### src/rtl/data_memory.sv
// rtl/data_memory.sv - byte-wide word-addressed data memory, combinational read, clocked write
module data_memory #(
  parameter int W = 8,
  parameter int A = 8
) (
  input  logic         CLK,
  input  logic         reset,
  input  logic         ReadMem,
  input  logic         WriteMem,
  input  logic [W-1:0] DataIn,
  input  logic [A-1:0] DataAddress,
  output logic [W-1:0] DataOut
);

  localparam int DEPTH = 2 ** A;

  // Storage; benches reach core[i] hierarchically, so name and shape are fixed.
  logic [W-1:0] core [0:DEPTH-1];

  // Reset clears every word at once (no clock needed); otherwise write on the rising edge.
  always_ff @(posedge CLK or posedge reset) begin
    if (reset) begin
      for (int i = 0; i < DEPTH; i++) begin
        core[i] <= '0;
      end
    end else if (WriteMem) begin
      core[DataAddress] <= DataIn;
    end
  end

  // Read path is purely combinational and forced to zero when not enabled; no write bypass.
  always_comb begin
    DataOut = '0;
    if (ReadMem) begin
      DataOut = core[DataAddress];
    end
  end

endmodule

### config.mk
export PLATFORM = sky130hd
export DESIGN_NAME = data_memory
export DESIGN_NICKNAME = d
export VERILOG_FILES = /design/src/rtl/data_memory.sv
export SDC_FILE = /design/constraint.sdc
export NUM_CORES = 2
export LEC_CHECK = 0
export CAP_MARGIN = 20
export CORE_MARGIN = 1.5
export CORE_UTILIZATION = 40
export DETAILED_ROUTE_END_ITERATION = 10
export RECOVER_POWER = 50
export SYNTH_ARGS = -nofsm -noshare
export SYNTH_HDL_FRONTEND = slang
export SYNTH_SLANG_ARGS = --single-unit
### constraint.sdc
create_clock -name CLK -period 64.3 [get_ports CLK]
set_input_delay 6.43 -clock CLK [delete_from_list [all_inputs] [get_ports CLK]]
set_output_delay 6.43 -clock CLK [all_outputs]
set_load 0.05 [all_outputs]
======== Word level (Yosys, flattened, before mapping) ========
Cells that the tools add are included.
operators by class
  order comparisons ....................... 2
  mux-type cells .......................... 7
  bitwise gates (word level) .............. 1
  reductions and logical operators ........ 1
operators by type and width
  cell                                                                           number
  2048-bit bitwise mux                                                           1
  8-bit binary-select mux with 8-bit select                                      1
  8-bit demux with 8-bit select                                                  1
  8-bit two-way mux                                                              4
  9-bit >= comparator (second input constant)                                    1
  9-bit by 1-bit less-than comparator with 1-bit output (second input constant)  1
  8-bit inverter with 9-bit output                                               1
  1-bit logical AND                                                              1
word-level totals
  bits in registers ....................... 2048
  bits of input ports ..................... 20
  output and inout port bits .............. 8
  word-level logic and storage cells ...... 267

======== Depth between registers and ports, before layout ========
  word-level depth ........................ 6
  mapped depth ............................ 13
  gate-level depth less buffers ........... 7

======== Worst setup path before layout ========
Ideal clock, no wire load.
  path kind ............................... input to output
  from .................................... input DataAddress[0]
  to ...................................... output DataOut[2]
  arrival ................................. 9711 ps
  required time ........................... 57870 ps
  slack ................................... 48159 ps
  stages .................................. 11
  buffers on the path ..................... 5
  path through ............................ buf_6 -> buf_12 -> buf_12 -> buf_6 -> buf_8 -> mux2i_1 -> a221oi_1 -> a22oi_1 -> a41oi_1 -> a2111oi_0 -> a2111oi_1
between the ends
  longest elaborated chain between the ends .. 5
RTL lines
  element                                                 line  RTL
  from (decl)                                             11    input logic [A-1:0] DataAddress,
  8-bit inverter with 9-bit output (not written as such)  35    DataOut = core[DataAddress];
  8-bit binary-select mux with 8-bit select               35
  8-bit two-way mux (not written as such) (2 in series)   35
  8-bit two-way mux                                       34    if (ReadMem) begin
  to (decl)                                               12    output logic [W-1:0] DataOut
No other way between the ends. The select of a mux whose other input is x is not followed.

======== Worst setup path in the final report ========
Ends and elaborated chain as after synthesis.

==> results by group <==
Layout
  – Post-Layout Inst Area: 0.104 mm²
  – Largest register by flop count: core
  – Fin nets: 6109
  – Commonest non-fill, non-tap cell in the layout: dfrtp_1
  – Layout cell share with drive strength beyond 1: 46.7%
  – Commonest non-fill, non-tap cells in the layout: 2048 x dfrtp_1, 2041 x mux2_2, 379 x mux4_2, 283 x mux2i_1, 217 x nor2_1
  – Layout Cells excl Fill: 9396
  – Register Area: 0.0512 mm²
  – Filler cell count in the final layout: 20800
  – Top Registers: core (2048)
  – Multi-input gate area in the final layout: 0.0403 mm²
  – P&R area growth vs syn: 10.1%
  – Largest register FFs: 2048

GRT
  – Global route overflow: 0
  – Global-route wire length before repair: 393 mm
  – Met2 usage: 34.4%
  – All-layer global routing usage: 21.9%
  – Gr busiest metal: met2
  – Largest net degree at the start of global routing: 185
  – GR Util met1: 31.1%
  – Met3 usage: 3.58%
  – Vias in the first global route: 56800
  – Initial antenna violation count: 8

Clocking
  – Post-CTS resize count: 0
  – Post-CTS Setup Inserts: 0
  – Hold_buf cts: 0
  – Clock transition at path regs: 60 ps
  – Sink Count: 2048
  – CTS tree: yes
  – H-tree depth: 4
  – Root buf cell: clkbuf_16
  – Worst-Skew Late Latency: 850 ps
  – CTS Buf Count: 210
  – Max Buffers Root-to-Sink: 3

Timing
  – Hold Violations, Final: 0
  – Final Max Tran Viols: 1547
  – TNS Setup: 0 ps
  – Max-Slew Margin vs Limit: -501%
  – Worst Hold Slack: 488 ps
  – RSZ-0062 raised after global routing: false
  – Worst setup margin: 34170 ps
  – Min Tclk post-route: 30130 ps
  – Fmax: 0.0332 GHz
  – Actual slew at the worst max-slew pin: 9020 ps
  – Final setup viols: 0
  – Clock Skews: 0 ps
  – Final period util: 46.9%

Synthesis
  – Register area share after synthesis: 54.4%
  – Ys Warns: 0
  – Synth top area cells: dfrtp_1 54%, mux2_2 24%, mux4_2 9.1%, mux2i_1 3.0%, clkbuf_1 1.2%
  – EDFF count, synth: 0
  – Share of the synthesized area in the top cell type: 54.4%
  – Cell taking the most area after synthesis: dfrtp_1
  – Post-synthesis register bit count: 2048
  – Synthesized area: 0.0942 mm²
  – Mapped Nets: 6200
  – Post-synth top flop: dfrtp_1
  – Syn Inst Count: 6180
  – Cell variety after synth: 70
  – Post-synth ARST share: 100%
  – Syn Area/Cell: 15.2 µm²

Critical path
  – Kind of critical path: in -> out
  – Critical Path Source Type: input pin
  – CP endpoint kind: output port
  – Crit-path slowest cell: clkbuf_1
  – Worst-path fanout max: 86
  – Slowest stage delay, CP: 5380 ps
  – Required time of the critical path: 57870 ps
  – Critical-path cell list: clkbuf_1 > clkbuf_1 > clkbuf_1 > clkbuf_1 > mux4_2 > a21oi_1 > a311o_1 > o2111ai_1 > a21boi_0 > a2111oi_1 > clkdlybuf4s50_1
  – Crit path arrival time: 23700 ps
  – CP dominant cell by count: clkbuf_1

Flow run
  – Max-Cap Viols: 24

Place
  – DPL Wire Length: 164 mm
  – Port-buffer cells: 27
  – Post-Place Cell Area: 0.0971 mm²
  – Final Wtd Congestion: 0.831
  – Placed cells: 9002
  – Post-Place Setup Slack: 43770 ps

Die
  – Height of the die: 488 µm
  – I/O Pins: 28
  – Core Rows: 177
  – Core footprint: 0.233 mm²
  – Die area: 0.239 mm²
  – Initial Util: 40.4%
  – Chip width: 488 µm

Power
  – Sequential share of power: 48.7%
  – Part of the power in combinational logic: 8.0%
  – Maximum VDD drop: 21.7 µV
  – Clock network power share: 43.3%
  – Pleak: 49.0 nW
  – Internal Power: 0.00216 W
  – Sw Share: 24.0%
  – Pwr Density: 27.3 mW/mm²
  – Switch Pwr: 0.000681 W

Outcome
  – Status: finished with violations
  – Failing checks: max-capacitance violations, max-slew violations

Drt
  – Vias per inst: 5.77
  – Avg WL per Cell: 27.6 µm
  – DRC: 0
  – Number of DRC markers in iteration 0: 3881
  – Total wire length: 259 mm
  – Via count: 54200
  – Iteration count of the initial detailed-routing pass: 5
  – Antenna viol nets, final: 0

Worst hold path
  – Worst hold path class: reg -> reg
## final timing paths
check	from	to	depth (start not counted)	slack (ps)
min reg2reg	core[121]$_DFFE_PP0P_	core[121]$_DFFE_PP0P_	1	490
min	core[121]$_DFFE_PP0P_	core[121]$_DFFE_PP0P_	1	490
max	DataAddress[0]	DataOut[2]	11	34170
max in group asynchronous	reset	core[1509]$_DFFE_PP0P_	6	40980
max reg2reg	core[1567]$_DFFE_PP0P_	core[1567]$_DFFE_PP0P_	1	63500
min in group asynchronous	reset	core[1015]$_DFFE_PP0P_	2	7980
## metrics by stage
stage	total power [W]	util (%)
final	0.00284	44.4
after global routing	0.00294	44.4
after CTS	0.00287	44.6
after detailed placement	0.00163	41.6
after global placement	0.00162	41.6
after floorplan	0.00157	-
## kinds of logic after synthesis
| group | share of synthesized area [%] |
|---|---|
| flops | 54.4 |
| buf+inv | 2.63 |
| simple gates | 2.82 |
| compound gates | 2.75 |
| mux | 37.4 |
## Yosys cell counts (all sizes together), types with 10 or more instances
cell type and n:
nand2 171, nor2b 10, nor4 12, o22ai 44, o221ai 13, a221oi 26, nand2b 12, o31ai 10
a22oi 79, a2111oi 14, dfrtp 2048, clkbuf 295, nand3 29, o211ai 14, mux2i 283, nor3 12
buf 168, o21ai 56, mux4 406, mux2 2058, nor2 258, a21oi 50
## per-layer routing
metal  vias to the layer above  part of all wire [%]
li1                      22800                     -
met1                     29800                    45
met2                      1261                    47
met3                       366                   4.8
met4                         2                   3.2
met5                         -                0.0050
## cell type report
cell class | count | area share [%]
antenna | 2 | 0.00483
clock buffer | 330 | 6.06
clock inverter | 55 | 0.607
inverter | 9 | 0.0362
multi-input combinational | 3660 | 38.9
sequential | 2048 | 49.4
tap | 3132 | 3.78
timing repair buffer | 160 | 1.22
## power by group through the flow
stage	registers, W	clock network (W)	logic, W
2_1_floorplan	0.00140	0	0.000167
3_3_place_gp	0.00140	0	0.000225
3_5_place_dp	0.00140	0	0.000230
4_1_cts	0.00138	0.00126	0.000230
5_1_grt	0.00139	0.00131	0.000245
6_report	0.00138	0.00123	0.000228
## worst max-delay path: cells and delay by family
family | cells | cell delay, ps
muxes | 1 | 630
buffers and inverters | 5 | 14750
AOI/OAI and AO/OA | 5 | 1730
Note: power is estimated with default switching activity, not from simulation.
